<file path="config.mk">
export PLATFORM = sky130hd
export DESIGN_NAME = seq_mag_comparator_flat
export DESIGN_NICKNAME = d
export VERILOG_FILES = /design/src/rtl/cmp_pkg.sv /design/src/rtl/seq_mag_comparator_if.sv /design/src/rtl/digit_cmp.sv /design/src/rtl/seq_mag_comparator.sv /design/src/flat_wrapper.sv
export SDC_FILE = /design/constraint.sdc
export NUM_CORES = 1
export LEC_CHECK = 0
export CORE_MARGIN = 2
export CORE_UTILIZATION = 50
export CTS_CLUSTER_DIAMETER = 30
export DETAILED_ROUTE_END_ITERATION = 12
export PLACE_DENSITY = 0.88
export SYNTH_ARGS = -nofsm -noshare
export SYNTH_HDL_FRONTEND = slang
export SYNTH_HIERARCHICAL = 1
export SYNTH_SLANG_ARGS = --single-unit
</file>
<file path="constraint.sdc">
create_clock -name clk -period 4.1 [get_ports clk]
set_input_delay 0.41 -clock clk [delete_from_list [all_inputs] [get_ports clk]]
set_output_delay 0.41 -clock clk [all_outputs]
set_load 0.02 [all_outputs]
</file>
<file path="src/rtl/cmp_pkg.sv">
// Shared types, result encoding and sizing helper for the digit-serial magnitude comparator.
package cmp_pkg;

    typedef enum logic {
        IDLE = 1'b0,
        CMP  = 1'b1
    } state_t;

    // One-hot result encoding, ordered {gt, eq, lt}
    localparam logic [2:0] RES_GT   = 3'b100;
    localparam logic [2:0] RES_EQ   = 3'b010;
    localparam logic [2:0] RES_LT   = 3'b001;
    localparam logic [2:0] RES_NONE = 3'b000;

    function automatic int num_digits(input int width, input int digit);
        return width / digit;
    endfunction

endpackage

</file>
<file path="src/rtl/seq_mag_comparator_if.sv">
// Request/result bundle of the digit-serial magnitude comparator.
interface seq_mag_comparator_if #(
    parameter int WIDTH = 8
);
    logic             start;
    logic [WIDTH-1:0] a;
    logic [WIDTH-1:0] b;
    logic             busy;
    logic             done;
    logic             gt;
    logic             eq;
    logic             lt;

    modport master (
        output start, a, b,
        input  busy, done, gt, eq, lt
    );

    modport slave (
        input  start, a, b,
        output busy, done, gt, eq, lt
    );
endinterface

</file>
<file path="src/rtl/digit_cmp.sv">
// Combinational magnitude compare of one DIGIT-wide slice; equal when both flags are low.
module digit_cmp #(
    parameter int DIGIT = 2
) (
    input  logic [DIGIT-1:0] a_digit,
    input  logic [DIGIT-1:0] b_digit,
    output logic             dgt,
    output logic             dlt
);
    assign dgt = (a_digit > b_digit);
    assign dlt = (a_digit < b_digit);
endmodule

</file>
<file path="src/rtl/seq_mag_comparator.sv">
// Digit-serial MSB-first magnitude comparator with early termination on the first differing digit.
// Define SEQ_MAG_COMPARATOR_SIGNED_EN for two's-complement operands (MSB flip at latch time).
module seq_mag_comparator
    import cmp_pkg::*;
#(
    parameter int WIDTH = 8,
    parameter int DIGIT = 2
) (
    input  logic                 clk,
    input  logic                 rst,
    seq_mag_comparator_if.slave  bus
);
    localparam int N     = num_digits(WIDTH, DIGIT);
    localparam int IDX_W = (N > 1) ? $clog2(N) : 1;
    localparam logic [IDX_W-1:0] IDX_TOP = IDX_W'(N - 1);

    state_t           state_reg, state_next;
    logic [IDX_W-1:0] idx_reg, idx_next;
    logic [WIDTH-1:0] a_reg, a_next;
    logic [WIDTH-1:0] b_reg, b_next;
    logic [2:0]       res_reg, res_next;
    logic             done_reg, done_next;

    logic [WIDTH-1:0] a_load;
    logic [WIDTH-1:0] b_load;

`ifdef SEQ_MAG_COMPARATOR_SIGNED_EN
    // Flipping both sign bits maps two's complement order onto unsigned order
    assign a_load = bus.a ^ {1'b1, {(WIDTH-1){1'b0}}};
    assign b_load = bus.b ^ {1'b1, {(WIDTH-1){1'b0}}};
`else
    assign a_load = bus.a;
    assign b_load = bus.b;
`endif

    logic [DIGIT-1:0] a_digits [N];
    logic [DIGIT-1:0] b_digits [N];
    logic [DIGIT-1:0] a_cur;
    logic [DIGIT-1:0] b_cur;
    logic             dgt;
    logic             dlt;

    generate
        for (genvar gi = 0; gi < N; gi++) begin : g_slice
            assign a_digits[gi] = a_reg[gi*DIGIT +: DIGIT];
            assign b_digits[gi] = b_reg[gi*DIGIT +: DIGIT];
        end
    endgenerate

    assign a_cur = a_digits[idx_reg];
    assign b_cur = b_digits[idx_reg];

    digit_cmp #(
        .DIGIT (DIGIT)
    ) u_digit_cmp (
        .a_digit (a_cur),
        .b_digit (b_cur),
        .dgt     (dgt),
        .dlt     (dlt)
    );

    always_ff @(posedge clk) begin
        if (rst) begin
            state_reg <= IDLE;
            idx_reg   <= '0;
            a_reg     <= '0;
            b_reg     <= '0;
            res_reg   <= RES_NONE;
            done_reg  <= 1'b0;
        end else begin
            state_reg <= state_next;
            idx_reg   <= idx_next;
            a_reg     <= a_next;
            b_reg     <= b_next;
            res_reg   <= res_next;
            done_reg  <= done_next;
        end
    end

    always_comb begin
        state_next = state_reg;
        idx_next   = idx_reg;
        a_next     = a_reg;
        b_next     = b_reg;
        res_next   = res_reg;
        done_next  = 1'b0;
        case (state_reg)
            IDLE: begin
                if (bus.start) begin
                    a_next     = a_load;
                    b_next     = b_load;
                    idx_next   = IDX_TOP;
                    res_next   = RES_NONE;
                    state_next = CMP;
                end
            end
            CMP: begin
                if (dgt) begin
                    res_next   = RES_GT;
                    done_next  = 1'b1;
                    state_next = IDLE;
                end else if (dlt) begin
                    res_next   = RES_LT;
                    done_next  = 1'b1;
                    state_next = IDLE;
                end else if (idx_reg == '0) begin
                    res_next   = RES_EQ;
                    done_next  = 1'b1;
                    state_next = IDLE;
                end else begin
                    idx_next = idx_reg - IDX_W'(1);
                end
            end
            default: state_next = IDLE;
        endcase
    end

    assign bus.busy = (state_reg == CMP);
    assign bus.done = done_reg;
    assign bus.gt   = res_reg[2];
    assign bus.eq   = res_reg[1];
    assign bus.lt   = res_reg[0];

endmodule

</file>
<file path="src/flat_wrapper.sv">
// flat-port wrapper written by rule: the top's interface ports become plain ports
module seq_mag_comparator_flat import cmp_pkg::*;
#(
    parameter int WIDTH = 8,
    parameter int DIGIT = 2
)
  (clk, rst, bus_start, bus_a, bus_b, bus_busy, bus_done, bus_gt, bus_eq, bus_lt);
  seq_mag_comparator_if #(.WIDTH(WIDTH)) bus_i ();
  input  logic clk;
  input  logic rst;
  input wire logic [$bits(bus_i.start)-1:0] bus_start;
  input wire logic [$bits(bus_i.a)-1:0] bus_a;
  input wire logic [$bits(bus_i.b)-1:0] bus_b;
  output wire logic [$bits(bus_i.busy)-1:0] bus_busy;
  output wire logic [$bits(bus_i.done)-1:0] bus_done;
  output wire logic [$bits(bus_i.gt)-1:0] bus_gt;
  output wire logic [$bits(bus_i.eq)-1:0] bus_eq;
  output wire logic [$bits(bus_i.lt)-1:0] bus_lt;
  assign bus_i.start = bus_start;
  assign bus_i.a = bus_a;
  assign bus_i.b = bus_b;
  assign bus_busy = bus_i.busy;
  assign bus_done = bus_i.done;
  assign bus_gt = bus_i.gt;
  assign bus_eq = bus_i.eq;
  assign bus_lt = bus_i.lt;
  seq_mag_comparator #(.WIDTH(WIDTH), .DIGIT(DIGIT)) u_core (.clk(clk), .rst(rst), .bus(bus_i));
endmodule
</file>
# After elaboration in Yosys (flattened, before gate mapping)

Cells that the tools add are included.

Register bits after elaboration: 23
Bits of input ports: 19
Output and inout port bits: 5
Word-level logic and storage cells: 46

$add $sub $neg: 1
Order comparisons: 3
Equal/unequal tests: 5
Multiplexer cells: 24
Bitwise gates (word level): 2
Reductions and logical operators: 5

Operators with widths:

| cell                | count |
|---|---|
| $mux 2              | 8 |
| $mux 3              | 4 |
| $bmux 2 s2          | 2 |
| $ne 2x2->1 const B  | 4 |
| $mux 1              | 7 |
| $pmux 3 s2          | 1 |
| $ne 4x4->1 const B  | 1 |
| $pmux 2 s2          | 1 |
| $reduce_and 2->1    | 2 |
| $reduce_and 4->1    | 1 |
| $ge 3x3->1 const B  | 1 |
| $not 2->3           | 1 |
| $gt 2x2->1          | 1 |
| $logic_not 2->1     | 1 |
| $lt 2x2->1          | 1 |
| $pmux 1 s2          | 1 |
| $reduce_or 2->1     | 1 |
| $sub 2x1->2 const B | 1 |
| $not 1->1           | 1 |

# Logic depth before layout (Yosys ltp)

Gate-level depths: netlist of run 1.

Depth after elaboration: 8
Depth in mapped cells: 9
Depth with buffers taken out: 8

# Cells and area by module

Netlist of run 1, hierarchy kept.

By module, submodules not included:

| module             | times used | cells each | area each (um^2) | sequential area each (um^2) |
|---|---|---|---|---|
| seq_mag_comparator | 1          | 107        | 957.2            | 460.4 |
| digit_cmp          | 1          | 7          | 65.1             | 0.0 |

# Least setup slack after synthesis of run 1

Ideal clock, no wire load.

Path kind: reg2reg
From: register u_core.idx_reg[0]
To: register u_core.res_reg[1]
Setup time: 0.119 ns
Arrival time: 2.270 ns
Data required time: 3.981 ns
Path slack: 1.711 ns
Stages on the path, launching flop included: 9
Buffers on the path: 1
Period minus slack after synthesis: 2.389 ns
Cell sequence: dfxtp_1 -> buf_2 -> mux4_2 -> ha_1 -> nor2b_4 -> a2bb2oi_2 -> nor4b_4 -> nor2_1 -> o221a_1

Elaborated cells on any way between the ends: 15
Classes of those cells: order compare: 2; eq/ne: 1; mux: 9; bitwise: 1; reduce/logical: 2

RTL lines:

| what                                                            | RTL line                 | text |
|---|---|---|
| start: declaration                                              | seq_mag_comparator.sv:18 | `logic [IDX_W-1:0] idx_reg, idx_next;` |
| start signal: assignment                                        | seq_mag_comparator.sv:72 | `idx_reg <= idx_next;` |
| $not 2->3 (implied by the code) *                               | seq_mag_comparator.sv:50 | `assign a_cur = a_digits[idx_reg];` |
| $bmux 2 s2 *                                                    | seq_mag_comparator.sv:50 |  |
| $mux 2 (implied by the code) * (2 in a row)                     | seq_mag_comparator.sv:50 |  |
| via u_core.a_cur[1]                                             | seq_mag_comparator.sv:38 | `logic [DIGIT-1:0] a_cur;` |
| $gt 2x2->1 *                                                    | digit_cmp.sv:10          | `assign dgt = (a_digit > b_digit);` |
| via u_core.dgt                                                  | seq_mag_comparator.sv:40 | `logic dgt;` |
| $ne 4x4->1 (no line) / $mux 3 (equally long branches)           | --                       |  |
| $reduce_and 2->1 (no line) / $pmux 3 s2 (equally long branches) | --                       |  |
| end signal: assignment                                          | seq_mag_comparator.sv:75 | `res_reg <= res_next;` |
| end: declaration                                                | seq_mag_comparator.sv:21 | `logic [2:0] res_reg, res_next;` |

The timed path passes the listed nets; every way through them passes the cells marked *. The select of a mux whose other input is x is not followed.
A chain may end at the register's enable or synchronous reset.

# Final worst setup path of run 1

Same ends and word-level chain as after synthesis.

==> results of run 1 <==
==> stage by stage <==
| stage | hold WS (ns) | utilization, % | area, um^2 | worst slack (ns) |
|---|---|---|---|---|
| 6_report | 0.467 | 65.7 | 1270 | 1.47 |
| 5_1_grt | 0.491 | 65.7 | 1270 | 1.30 |
| 4_1_cts | 0.469 | 65.7 | 1270 | 1.45 |
| 3_5_place_dp | 0.452 | 64.3 | 1250 | 1.47 |
| 3_3_place_gp | 0.443 | 64.3 | 1250 | 1.58 |
| 2_1_floorplan | 0.433 | - | 1020 | 1.71 |
==> metal layers <==
layer	up-vias	GRT usage, %	part of all wire (%)
met5	-	0	0
met4	0	5.71	1.5
met3	2	3.68	4.3
met2	21	32.4	53
met1	392	21.9	41
li1	426	-	-
==> cell type report <==
cell class              instances  area, um^2  area share (%)
multi-input cells              79         505            39.6
flip-flops and latches         23         460            36.1
repair buffers                 23         230            18.1
well taps                      27        33.8            2.65
clock buffers                   4        26.3            2.06
inverters                       5        18.8            1.47
==> cells by family (layout without fill, tap and decap cells) <==
group                      after synthesis  after routing  synth area share (%)
muxes                                    4              4                  8.81
AOI/OAI and AO/OA                       25             25                  14.8
and+or+nand+nor                         47             47                  22.2
buffers and inverters                   12             32                  5.51
adders and majority gates                3              3                  3.67
DFF                                     23             23                  45.0
==> final timing paths <==
path,from,to,cells after the start
worst max-delay path,u_core/idx_reg[0]$_SDFFE_PP0P_,u_core/res_reg[1]$_SDFFE_PP0P_,7
worst max register to register,u_core/idx_reg[0]$_SDFFE_PP0P_,u_core/res_reg[1]$_SDFFE_PP0P_,7
worst min-delay path,u_core/a_reg[6]$_SDFFE_PP0P_,u_core/a_reg[6]$_SDFFE_PP0P_,2
worst min register to register,u_core/a_reg[6]$_SDFFE_PP0P_,u_core/a_reg[6]$_SDFFE_PP0P_,2
==> layout by cell type (no fill, tap or decap), types with 2 or more instances in the layout <==
cell             count
nand2_1             33
clkdlybuf4s50_1     23
dfxtp_1             23
a21oi_1             18
inv_1                5
nor2_1               5
mux4_2               4
clkbuf_4             3
ha_1                 3
nor3_1               2
a211oi_1             2
o21ai_0              2
nor3b_1              2
==> power by group through the flow <==
stage | Clock [uW] | Sequential (uW) | Combinational (uW)
2_1_floorplan | 0 | 258 | 85.2
3_3_place_gp | 0 | 259 | 116
3_5_place_dp | 0 | 260 | 122
4_1_cts | 105 | 255 | 122
5_1_grt | 121 | 258 | 134
6_report | 102 | 255 | 121
==> cells in the mapped netlist <==
cell       count
nand2_1       33
dfxtp_1       23
a21oi_1       18
inv_1          5
nor2_1         5
mux4_2         4
ha_1           3
a211oi_1       2
buf_2          2
buf_4          2
clkbuf_1       2
nor3_1         2
nor3b_1        2
o21ai_0        2
a2bb2oi_2      1
and2b_1        1
clkbuf_2       1
nand2b_1       1
nand3b_1       1
nor2b_4        1
nor4b_4        1
o221a_1        1
o311a_1        1
==> worst max-delay path, delay by kind of cell (launching register included) <==
family / cells / cell delay (ns)
AND/OR/NAND/NOR: 3 / 0.69
multiplexers: 1 / 0.55
flip-flops: 1 / 0.54
AO/OA/AOI/OAI: 2 / 0.42
adder cells (fa/ha/maj): 1 / 0.34
==> flow_summary.json, run 1 <==
{
  "drv_slew": 0,
  "insertion_delay_ns": 0.31,
  "yosysWarnings": 6,
  "tightestPinTransition_ns": 0.751,
  "fin_crit_ns": 2.63,
  "grt_overflow": 0,
  "synth_seq_cells": 23,
  "synthTopCellsByArea": "dfxtp_1, nand2_1, a21oi_1",
  "clockBufferDepth": 2,
  "cts_root_buf": "clkbuf_4",
  "power_frac_clock_pct": 21.4,
  "io-pin-count": 24,
  "cp_slowest_stage_delay_ns": 0.55,
  "worst-path-max-fanout": 7,
  "p_sw_uw": 137,
  "hpwlAfterDp_um": 1510,
  "ir_drop_uv": 271,
  "relSlewSlack_pct": 49.8,
  "syn-num-nets": 136,
  "post_cts_resize_count": 0,
  "wire_per_inst_um": 12.1,
  "nets": 157,
  "dr.pass1.iters": 4,
  "grt_usage_pct": 18.3,
  "comb_power_share_pct": 25.3,
  "drtAntennaViolNets": 0,
  "grt_pass1_wl_um": 3410,
  "synth_area_um2": 1020,
  "fillCellCount": 176,
  "cpMaxStageDelayCell": "mux4_2",
  "antenna_found_initial": 0,
  "rsz0062_at_grt": "false",
  "vias": 841,
  "clk_transition_reported_paths_ns": 0.12,
  "area_growth_pct": 24.7,
  "synth_top_area_cell": "dfxtp_1",
  "fmax_mhz": 380,
  "post_cts_buffers": 0,
  "synth_area_per_cell_um2": 8.97,
  "p_total_uw": 478,
  "cts_tree": "done",
  "p_leak_uw": 0.000476,
  "seqPwrFrac_pct": 53.3,
  "route.detailed.drc": 0,
  "synthCells": 114,
  "status": "finished, final reports clean",
  "crit_path_end_kind": "flop",
  "synth_top_cell_area_share_pct": 45.0,
  "core_um2": 1940,
  "switching_share_pct": 28.6,
  "n_antenna_cell": 0,
  "hp-class": "reg2reg",
  "cp.arrival_ns": 2.84,
  "synth_cell_types": 23,
  "die_h_um": 49.2,
  "period_share_pct": 64.1,
  "h-tree-depth": 1,
  "hold_buffers": 0,
  "die_x_um": 49.2,
  "skew_ns": 0.00258,
  "drv_cap": 0,
  "final_cell_count_no_fill": 161,
  "yosysSeqAreaShare_pct": 45.0,
  "start_kind": "flop",
  "hold_viol": 0,
  "pwr_density_cell_nw_per_um2": 375,
  "drive_gt1_share_pct": 7.46,
  "io_buffers": 23,
  "start_util_pct": 52.6,
  "via_per_inst": 5.22,
  "setup_tns_ns": 0,
  "grt_max_degree": 23,
  "intPower_uw": 341,
  "setup_violations": 0,
  "grt_pass1_vias": 813,
  "fp-row-count": 16,
  "routed_wl_um": 1950,
  "cts_buffers": 3,
  "r2r_slack_ns": 1.47,
  "place_congestion": 0.766,
  "drt-initial-drc-count": 11,
  "required_ns": 4.31,
  "crit_chain": "mux4_2, ha_1, nor2b_4, a2bb2oi_2, nor4b_4, nor2_1, o221a_1",
  "dieArea_um2": 2420,
  "worst-setup-path-type": "reg2reg",
  "dp.cells": 157,
  "cts_num_sinks": 23
}
No activity file was read; power rests on OpenSTA's default activity.
==> inputs of run 2 (changes only) <==
--- a/config.mk
+++ b/config.mk
@@ -6,10 +6,10 @@
 export NUM_CORES = 1
 export LEC_CHECK = 0
 export CORE_MARGIN = 2
-export CORE_UTILIZATION = 50
+export CORE_UTILIZATION = 43
 export CTS_CLUSTER_DIAMETER = 30
 export DETAILED_ROUTE_END_ITERATION = 12
-export PLACE_DENSITY = 0.88
+export PLACE_DENSITY = 0.81
 export SYNTH_ARGS = -nofsm -noshare
 export SYNTH_HDL_FRONTEND = slang
 export SYNTH_HIERARCHICAL = 1
==> constraint.sdc (replaced) <==
create_clock -name clk -period 2.3 [get_ports clk]
set_input_delay 0.23 -clock clk [delete_from_list [all_inputs] [get_ports clk]]
set_output_delay 0.23 -clock clk [all_outputs]
set_load 0.02 [all_outputs]
==> run 2 against run 1 <==
  * Utilization fell by 2.3 points
  * The flow now finishes with violations (negative setup slack)
  * Critical path type unchanged
  * Register-to-register slack got worse by 1.5 ns
  * Global-route usage fell by 0.47 points
  * Critical endpoint is now u_core/idx_reg[1]$_SDFFE_PP0P_
  * Largest cell class unchanged
==> flow_summary.json, run 2 (synthesis results as in run 1) <==
{
  "io_buffers": 23,
  "vias": 916,
  "die_x_um": 52.8,
  "clockBufferDepth": 2,
  "clk_transition_reported_paths_ns": 0.13,
  "crit_chain": "mux4_2, inv_2, ha_4, nor2b_4, a2bb2oi_4, nor4b_4, buf_4, nor3_2, a211oi_2",
  "final_util_pct": 63.4,
  "status": "finished, violations left",
  "setup_violations": 1,
  "dp.cells": 165,
  "final_cell_count_no_fill": 173,
  "ir_drop_uv": 404,
  "skew_ns": 0.00736,
  "crit_path_end_kind": "flop",
  "core_um2": 2230,
  "p_total_uw": 942,
  "period_share_pct": 101,
  "fin_crit_ns": 2.33,
  "grt_usage_pct": 17.8,
  "fmax_mhz": 429,
  "start_kind": "flop",
  "hold_viol": 0,
  "cp_slowest_stage_delay_ns": 0.50,
  "required_ns": 2.53,
  "critical-path-top-delay-family": "multiplexers",
  "insertion_delay_ns": 0.31,
  "area_growth_pct": 38.4,
  "drt-initial-drc-count": 19,
  "violations": "negative setup slack",
  "pwr_density_cell_nw_per_um2": 665,
  "drv_cap": 0,
  "drv_slew": 0,
  "worst-path-max-fanout": 4,
  "fillCellCount": 203,
  "n_antenna_cell": 0,
  "mostFrequentLayoutCells": "nand2_1, clkdlybuf4s50_1, dfxtp_1",
  "start_util_pct": 45.8,
  "hp-class": "in2reg",
  "highest_layer": "met4",
  "nets": 168,
  "tightestPinTransition_ns": 0.561,
  "hpwlAfterDp_um": 1560,
  "setup_ws_ns": -0.0310,
  "wl_met2_um": 1250,
  "grt_pass1_vias": 880,
  "holdWs_ns": 0.454,
  "fp-row-count": 17,
  "crit_buf_inv": 2,
  "grt_pass1_wl_um": 3590,
  "multiInputGateArea_um2": 557,
  "wl_met3_um": 92,
  "final_cell_area_um2": 1420,
  "place_area_um2": 1320,
  "h-tree-depth": 1,
  "cp.arrival_ns": 2.56,
  "die_h_um": 52.8,
  "drive_gt1_share_pct": 20.7,
  "dieArea_um2": 2780,
  "cts_tree": "done",
  "via_per_inst": 5.29,
  "wire_per_inst_um": 13.6,
  "worst-setup-path-type": "reg2reg",
  "relSlewSlack_pct": 62.6,
  "p_leak_uw": 0.000541,
  "dr.pass1.iters": 4,
  "drt-met1-wl_um": 968,
  "layout_commonest_cell": "nand2_1",
  "route.detailed.drc": 0,
  "routed_wl_um": 2360,
  "drtAntennaViolNets": 0,
  "seqCellArea_um2": 464,
  "rsz0062_at_grt": "true",
  "grt_max_degree": 17,
  "cpMaxStageDelayCell": "mux4_2",
  "cts_buffers": 3,
  "antenna_found_initial": 0,
  "io-pin-count": 24,
  "grt_overflow": 0,
  "cts_num_sinks": 23,
  "place_congestion": 0.749,
  "cts_root_buf": "clkbuf_4"
}
==> run 2: cell count changes in the layout (fill, tap and decap cells not counted), moves of 2 or more <==
cell / change
inv_2: +2
buf_4: +11
a211oi_1: -2
a211oi_2: +2
ha_4: +2
inv_1: -2
ha_1: -2
==> run 2: worst paths after layout <==
path / start / endpoint / slack (ns) / depth (start not counted)
worst min register to register: u_core/a_reg[4]$_SDFFE_PP0P_ / u_core/a_reg[4]$_SDFFE_PP0P_ / 0.46 / 2
worst max-delay path: u_core/idx_reg[0]$_SDFFE_PP0P_ / u_core/idx_reg[1]$_SDFFE_PP0P_ / -0.03 / 9
worst min-delay path: bus_b[6] / u_core/b_reg[6]$_SDFFE_PP0P_ / 0.45 / 3
worst max register to register: u_core/idx_reg[0]$_SDFFE_PP0P_ / u_core/idx_reg[1]$_SDFFE_PP0P_ / -0.03 / 9
==> run 2: area by class of cell <==
| cell class | count | area share, % |
|---|---|---|
| flip-flops and latches | 23 | 32.8 |
| repair buffers | 34 | 22.1 |
| well taps | 28 | 2.48 |
| clock inverters | 1 | 0.354 |
| inverters | 5 | 1.33 |
| clock buffers | 3 | 1.59 |
| multi-input cells | 79 | 39.3 |
==> run 2: repair_timing <==
item | 4_1_cts | 5_1_grt
setup endpoints to repair | 4 | 4
gates resized for setup | 3 | 7
hold buffers | 0 | 0
setup buffers | 2 | 2
pin swaps | 2 | 7
endpoints found under the hold margin | 0 | 0
==> run 2: stage by stage <==
step | setup TNS, ns | worst slack [ns]
floorplan | 0 | 0.0101
global placement | 0 | 0.0116
detailed placement | -0.0488 | -0.0488
CTS | 0 | 0.0173
global route | -0.176 | -0.0695
finish | -0.0310 | -0.0310
==> run 2: where the power goes <==
part / internal [uW] / switching, uW
Clock: 64.9 / 118
Combinational: 169 / 137
Sequential: 429 / 23.9
==> run 2: tightest hold or removal path: cells and delay by family <==
family / cells / cell delay, ns
AOI/OAI and AO/OA: 1 / 0.05
and+or+nand+nor: 1 / 0.05
buffers and inverters: 1 / 0.39
==> run 2: metal layers <==
metal  global-route usage (%)  up-vias
met5                        0        -
met4                     9.83        0
met3                     2.57        8
met2                     32.9       29
met1                     19.0      429
li1                         -      450
